==> src/rtl/hwag_angle_channel_if.sv <==
// Configuration bus of one angle channel: shadow write strobe and data in,
// pending and rejection status out.
interface hwag_angle_channel_if #(
    parameter int WIDTH = 24
);
    logic             cfg_wr;
    logic [WIDTH-1:0] cfg_set;
    logic [WIDTH-1:0] cfg_clr;
    logic             cfg_en;
    logic             pending;
    logic             cfg_err;

    modport master (
        output cfg_wr, cfg_set, cfg_clr, cfg_en,
        input  pending, cfg_err
    );

    modport slave (
        input  cfg_wr, cfg_set, cfg_clr, cfg_en,
        output pending, cfg_err
    );
endinterface

==> src/rtl/hwag_angle_channel.sv <==
// Angle-triggered output channel: asserts ch_out between two programmable
// angle counts, with double-buffered configuration applied between pulses.
module hwag_angle_channel #(
    parameter int WIDTH    = 24,
    parameter int ACNT_TOP = 3839
) (
    input  logic                  clk,
    input  logic                  rst,
    input  logic                  ena,
    input  logic                  hwag_start,
    input  logic [WIDTH-1:0]      acnt,
    hwag_angle_channel_if.slave   cfg,
    output logic                  ch_out,
    output logic                  done
);
    localparam logic [WIDTH-1:0] TOP = WIDTH'(ACNT_TOP);

    typedef enum logic [1:0] {IDLE, WAIT_SET, ACTIVE} state_t;

    state_t           state;
    state_t           state_next;
    logic             done_next;
    logic [WIDTH-1:0] acnt_d;
    logic [WIDTH-1:0] shd_set;
    logic [WIDTH-1:0] shd_clr;
    logic             shd_en;
    logic [WIDTH-1:0] act_set;
    logic [WIDTH-1:0] act_clr;
    logic             act_en;
    logic             pending_q;
    logic             cfg_err_q;
    logic             set_hit;
    logic             clr_hit;
    logic             cfg_bad;

    // A hit fires only on the first cycle acnt reaches the angle, since acnt dwells.
    assign set_hit = (acnt == act_set) && (acnt_d != act_set);
    assign clr_hit = (acnt == act_clr) && (acnt_d != act_clr);
    assign cfg_bad = (cfg.cfg_set > TOP) || (cfg.cfg_clr > TOP);

    assign ch_out      = (state == ACTIVE);
    assign cfg.pending = pending_q;
    assign cfg.cfg_err = cfg_err_q;

    always_ff @(posedge clk or negedge rst) begin
        if (!rst) begin
            state <= IDLE;
            done  <= 1'b0;
        end else if (ena) begin
            state <= state_next;
            done  <= done_next;
        end
    end

    always_comb begin
        state_next = state;
        done_next  = 1'b0;
        case (state)
            IDLE: begin
                if (hwag_start && act_en)
                    state_next = WAIT_SET;
            end
            WAIT_SET: begin
                if (!hwag_start || !act_en)
                    state_next = IDLE;
                else if (set_hit && !clr_hit)
                    state_next = ACTIVE;
            end
            ACTIVE: begin
                // Losing sync aborts the pulse silently; only a clear angle reports done.
                if (!hwag_start) begin
                    state_next = IDLE;
                end else if (clr_hit) begin
                    state_next = WAIT_SET;
                    done_next  = 1'b1;
                end
            end
            default: state_next = IDLE;
        endcase
    end

    // Shadow is copied to the active set only outside a pulse; a write in the
    // same cycle re-arms pending so the newest data is never lost.
    always_ff @(posedge clk or negedge rst) begin
        if (!rst) begin
            acnt_d    <= '0;
            shd_set   <= '0;
            shd_clr   <= '0;
            shd_en    <= 1'b0;
            act_set   <= '0;
            act_clr   <= '0;
            act_en    <= 1'b0;
            pending_q <= 1'b0;
            cfg_err_q <= 1'b0;
        end else if (ena) begin
            acnt_d    <= acnt;
            cfg_err_q <= 1'b0;
            if (pending_q && (state != ACTIVE)) begin
                act_set   <= shd_set;
                act_clr   <= shd_clr;
                act_en    <= shd_en;
                pending_q <= 1'b0;
            end
            if (cfg.cfg_wr) begin
                if (cfg_bad) begin
                    cfg_err_q <= 1'b1;
                end else begin
                    shd_set   <= cfg.cfg_set;
                    shd_clr   <= cfg.cfg_clr;
                    shd_en    <= cfg.cfg_en;
                    pending_q <= 1'b1;
                end
            end
        end
    end
endmodule

==> src/flat_wrapper.sv <==
// flat-port wrapper written by rule: the top's interface ports become plain ports
module hwag_angle_channel_flat 
#(
    parameter int WIDTH    = 24,
    parameter int ACNT_TOP = 3839
)
  (clk, rst, ena, hwag_start, acnt, ch_out, done, cfg_cfg_wr, cfg_cfg_set, cfg_cfg_clr, cfg_cfg_en, cfg_pending, cfg_cfg_err);
  hwag_angle_channel_if #(.WIDTH(WIDTH)) cfg_i ();
  input  logic clk;
  input  logic rst;
  input  logic ena;
  input  logic hwag_start;
  input  logic [WIDTH-1:0] acnt;
  output logic ch_out;
  output logic done;
  input wire logic [$bits(cfg_i.cfg_wr)-1:0] cfg_cfg_wr;
  input wire logic [$bits(cfg_i.cfg_set)-1:0] cfg_cfg_set;
  input wire logic [$bits(cfg_i.cfg_clr)-1:0] cfg_cfg_clr;
  input wire logic [$bits(cfg_i.cfg_en)-1:0] cfg_cfg_en;
  output wire logic [$bits(cfg_i.pending)-1:0] cfg_pending;
  output wire logic [$bits(cfg_i.cfg_err)-1:0] cfg_cfg_err;
  assign cfg_i.cfg_wr = cfg_cfg_wr;
  assign cfg_i.cfg_set = cfg_cfg_set;
  assign cfg_i.cfg_clr = cfg_cfg_clr;
  assign cfg_i.cfg_en = cfg_cfg_en;
  assign cfg_pending = cfg_i.pending;
  assign cfg_cfg_err = cfg_i.cfg_err;
  hwag_angle_channel #(.WIDTH(WIDTH), .ACNT_TOP(ACNT_TOP)) u_core (.clk(clk), .rst(rst), .ena(ena), .hwag_start(hwag_start), .acnt(acnt), .cfg(cfg_i), .ch_out(ch_out), .done(done));
endmodule
==> config.mk <==
export PLATFORM = sky130hd
export DESIGN_NAME = hwag_angle_channel_flat
export DESIGN_NICKNAME = d
export VERILOG_FILES = /design/src/rtl/hwag_angle_channel_if.sv /design/src/rtl/hwag_angle_channel.sv /design/src/flat_wrapper.sv
export SDC_FILE = /design/constraint.sdc
export NUM_CORES = 1
export LEC_CHECK = 0
export CAP_MARGIN = 15
export CORE_MARGIN = 4
export CORE_UTILIZATION = 50
export CTS_CLUSTER_DIAMETER = 200
export DETAILED_ROUTE_END_ITERATION = 8
export PLACE_DENSITY = 0.74
export SKIP_CTS_REPAIR_TIMING = 1
export SLEW_MARGIN = 20
export SYNTH_ARGS = -nofsm -noshare
export SYNTH_HDL_FRONTEND = slang
export SYNTH_SLANG_ARGS = --single-unit
==> constraint.sdc <==
create_clock -name clk -period 4.4 [get_ports clk]
set_input_delay 1.1 -clock clk [delete_from_list [all_inputs] [get_ports clk]]
set_output_delay 1.1 -clock clk [all_outputs]
set_load 0.03 [all_outputs]
* Word level (Yosys, flattened, before mapping)
Index checks and enable logic that the tools add are counted.
** Cells by class
- Bitwise operators :: 1
- $lt $le $gt $ge :: 2
- Muxes and demuxes :: 14
- Reductions and logical operators :: 14
- Equal/unequal tests :: 10
** Operator list (count)
- equality test 24 bit :: 2
- > comparator 24 x 12 -> 1 bit, second input constant :: 2
- != test 24 bit :: 2
- two-way mux 2 bit :: 5
- two-way mux 1 bit :: 8
- one-hot mux 2 bit (3 select lines) :: 1
- logical AND 1 bit :: 5
- AND reduction 4 bit :: 1
- zero test 1 bit :: 3
- != test 3 x 1 -> 1 bit, second input constant :: 1
- != test 3 x 2 -> 1 bit, second input constant :: 1
- AND reduction 3 bit :: 1
- equality test 2 x 1 -> 1 bit, second input constant :: 1
- equality test 2 bit, second input constant :: 1
- zero test 2 bit :: 1
- logical OR 1 bit :: 2
- != test 2 x 1 -> 1 bit, second input constant :: 1
- != test 2 bit, second input constant :: 1
- AND reduction 2 bit :: 1
- inverter 1 bit :: 1
** Word-level totals
- Bits of input ports :: 78
- Output and inout bits :: 4
- Flip-flop bits (word level) :: 127

* Logic depth before layout (Yosys ltp)
- Depth in word-level cells :: 7
- Mapped depth :: 6

* Least setup slack after synthesis
Ideal clock, no wire load.
- Kind :: input-to-reg
- Start point :: input port cfg_cfg_clr[20]
- End point :: register u_core.shd_clr[0]
- Data required time :: 4.275 ns
- Setup slack :: 1.943 ns
- Buffers on the path :: 1
- Arrival :: 2.333 ns
- Cell stages on the path :: 5
- Setup time :: 0.125 ns
- Path through :: nor4_1 -> nand4_1 -> nor3_4 -> buf_6 -> mux2_2
** Between the ends
- Cells in the longest elaborated chain, start to end :: 4
** Ends and longest elaborated chain
- start, declared :: line flat_wrapper.sv:18 : input wire logic [$bits(cfg_i.cfg_clr)-1:0] cfg_cfg_clr;
- > comparator 24 x 12 -> 1 bit :: line hwag_angle_channel.sv:39 : assign cfg_bad = (cfg.cfg_set > TOP) || (cfg.cfg_clr > TOP);
- logical OR 1 bit :: line hwag_angle_channel.sv:39
- inverter 1 bit (no source line)
- AND reduction 3 bit (no source line)
- end signal, assigned :: line hwag_angle_channel.sv:109 : shd_clr <= cfg.cfg_clr;
- end, declared :: line hwag_angle_channel.sv:25 : logic [WIDTH-1:0] shd_clr;
Every way passes these cells.
A chain may end at the register's enable or synchronous reset.

* Worst setup path after layout
- Start point :: input port cfg_cfg_clr[20]
- End point :: register u_core.shd_set[0]
** Between the ends
- Cells in the longest elaborated chain, start to end :: 4
** Ends and longest elaborated chain
- > comparator 24 x 12 -> 1 bit :: line hwag_angle_channel.sv:39
- logical OR 1 bit :: line hwag_angle_channel.sv:39
- inverter 1 bit (no source line)
- AND reduction 3 bit (no source line)
- end signal, assigned :: line hwag_angle_channel.sv:108 : shd_set <= cfg.cfg_set;
- end, declared :: line hwag_angle_channel.sv:24 : logic [WIDTH-1:0] shd_set;
Every way passes these cells.

==> summary.txt <==
Status
  – Status: completed

Worst setup path
  – Startpoint Class: input port
  – CP required: 4.70 ns
  – Critical register-to-register path startpoint: u_core.state[0]
  – CP endpoint kind: flop
  – CP Class: in2reg
  – CP arrival: 3.23 ns
  – Crit. Startpoint: cfg_cfg_clr[20]
  – Reg2reg path depth: 5
  – Worst Path Max Fanout: 50

Yosys
  – Synth area leaders: dfrtp_1, mux2_2, xnor2_1
  – YS warnings: 0
  – Syn avg cell area: 13.6 µm²
  – Top cell type by total area after synthesis: dfrtp_1
  – Synthesized instance count: 426
  – Share of the synthesized area in the top cell type: 55.0%
  – Post-synthesis cell area: 5770 µm²
  – Post-synthesis sequential area ratio: 55.0%
  – Unique masters post-synth: 27
  – Synth Register Bits: 127
  – Syn Nets: 504

Global route
  – Pin count of the biggest net entering global routing: 94
  – Met1 Resource Use GR: 28.3%
  – Initial antenna violation count: 0
  – Gr busiest metal: met2
  – Vias in the first global route: 3,877
  – GRT overflow: 0
  – First-pass GRT wire length: 20.6 mm
  – GRT met3 Usage: 5.38%
  – GRT Total Usage: 20.6%
  – Met2 Use GR: 32.8%

Timing
  – WHS: 0.494 ns
  – Final slew viol count: 0
  – Final period util: 66.6%
  – Final min period: 2.93 ns
  – Slew margin rel.: 58.7%
  – Fmax: 0.341 GHz
  – Final hold violations: 0
  – Worst setup margin: 1.47 ns
  – Slew @ Worst Pin: 0.613 ns
  – RSZ-0062 raised after global routing: false
  – Setup Viol. Count Final: 0
  – Clock skew: 0.00660 ns
  – Setup TNS: 0 ns

Die
  – Die H: 115 µm
  – Core area: 11,100 µm²
  – Cell Rows: 38
  – Ports: 82
  – Die Wd: 115 µm
  – Starting density of the core: 52.1%
  – DIE AREA: 13,300 µm²

Layout
  – Commonest non-fill, non-tap cell in the layout: dfrtp_1
  – Share of cells above drive strength 1: 25.6%
  – Fin nets: 596
  – Layout Cells excl Fill: 671
  – Synth-to-Final Area Change: 26.6%
  – Diode count: 0
  – Commonest cells after routing, fill and taps aside: dfrtp_1, mux2_2, clkdlybuf4s50_1
  – Fillcell total: 823
  – Final Instance Area: 7310 µm²

CTS
  – Clk buf depth: 2
  – Later-pin clock latency in the skew report: 0.41 ns
  – # H-tree levels: 4
  – Clock sinks: 127
  – CTS tree: yes
  – CTS Buf Count: 17
  – CTS clock-pin slew for the worst setup and hold paths: 0.06 ns
  – Clock root buffer: clkbuf_16

Power and ir drop
  – Clock share of power: 48.9%
  – Pwr/cell area: 383 nW/µm²
  – Seq pwr share: 43.5%
  – Int Pwr: 0.00216 W
  – Max rail drop VDD: 0.372 mV
  – Comb pwr share: 7.6%
  – Sw frac: 22.7%
  – LEAKAGE: 3.39 nW
  – Sw power: 0.000634 W

Detailed routing
  – # DRC: 0
  – Initial DRT Pass Iterations: 5
  – Post-route ant nets: 0
  – Routed via count: 3,586
  – DRT iter0 DRCs: 209
  – Routed length per placed instance: 19.0 µm
  – Drt total wl: 12.8 mm
  – Vias per cell: 5.34

Placement
  – Pre-CTS setup slack: 1.03 ns
  – GP Congestion: 0.842
  – Number of port buffers: 81
  – DP HPWL: 9.14 mm
  – Placed Area: 6730 µm²
  – Inst Count DP: 639

Worst hold path
  – HP Start: u_core.shd_clr[23]
  – Hold crit path type: reg2reg
  – Worst hold path depth: 1

Flow run
  – Max-cap viol count: 0
path summary, 6_finish.rpt:
path | end | slack, ns
setup / recovery | u_core.shd_set[0] | 1.47
hold / removal | u_core.act_clr[23] | 0.49
setup reg to reg | u_core.act_clr[20] | 2.45
hold reg to reg | u_core.act_clr[23] | 0.49
max in group asynchronous | u_core.acnt_d[15] | 2.90
min in group asynchronous | u_core.acnt_d[13] | 0.65
power by group through the flow:
stage	combinational, W	clock [W]	sequential (W)
final	0.000213	0.00137	0.00122
after global placement	0.000211	0	0.00123
after global routing	0.000231	0.00145	0.00122
after detailed placement	0.000213	0	0.00124
after floorplan	0.0000827	0	0.00123
after CTS	0.000216	0.00139	0.00122
cell families (layout without fill, tap and decap cells):
group	Yosys count	after routing	share of synthesized area, %
flip-flops	127	127	55.0
multiplexers	99	99	19.3
XOR/XNOR	96	96	14.6
AND/OR/NAND/NOR	81	81	8.36
buffers and inverters	14	119	1.50
AO/OA/AOI/OAI	9	9	1.26
critical path, stage by stage:
cell and delay [ns]:
clkdlybuf4s50_1 0.40, nor4_1 0.30, nand4_1 0.24, nor3_4 0.22
buf_4 0.53, mux2_2 0.41
layer usage:
layer / part of all wire [%] / wire [µm]
met4: 0.99 / 126
met2: 50 / 6330
met1: 46 / 5850
met5: 0 / 0
met3: 3.6 / 466
synthesized netlist by cell type:
master	number
nor2_1	6
nand3_1	1
nand4_1	18
xor2_1	48
mux2i_1	1
buf_6	3
and2_1	1
inv_1	1
o211ai_1	1
nor2b_1	26
nand2_1	7
mux2_2	98
nand2b_1	1
buf_1	3
a22oi_1	1
buf_4	1
nor3_4	1
buf_2	6
o22ai_1	1
xnor2_1	48
a2111o_1	1
dfrtp_1	127
o21ai_0	1
o2bb2ai_1	2
nor4_1	20
a2111oi_0	1
a2bb2oi_1	1
per-stage QoR:
step	power [W]	utilization (%)
2_1_floorplan	0.00132	-
3_5_place_dp	0.00145	60.7
6_report	0.00280	66.0
3_3_place_gp	0.00145	60.7
5_1_grt	0.00290	66.0
4_1_cts	0.00282	66.0
state kept, by name (all words and copies together), names as in the netlist:
name and flops:
u_core.shd_clr 24, u_core.done 1, u_core.state 2, u_core.act_en 1, u_core.act_set 24, u_core.shd_en 1, u_core.cfg.pending 1, u_core.acnt_d 24
u_core.shd_set 24, u_core.act_clr 24, u_core.cfg.cfg_err 1
area by class of cell:
cell class | count | area, µm² | share of cell area (%)
Clock buffer | 20 | 447 | 6.11
Inverter | 1 | 3.75 | 0.0513
Multi-Input combinational cell | 285 | 2510 | 34.4
Clock inverter | 12 | 136 | 1.87
Timing Repair Buffer | 86 | 858 | 11.7
Tap cell | 140 | 175 | 2.40
Sequential cell | 127 | 3180 | 43.5
Note: power is estimated with default switching activity, not from simulation.
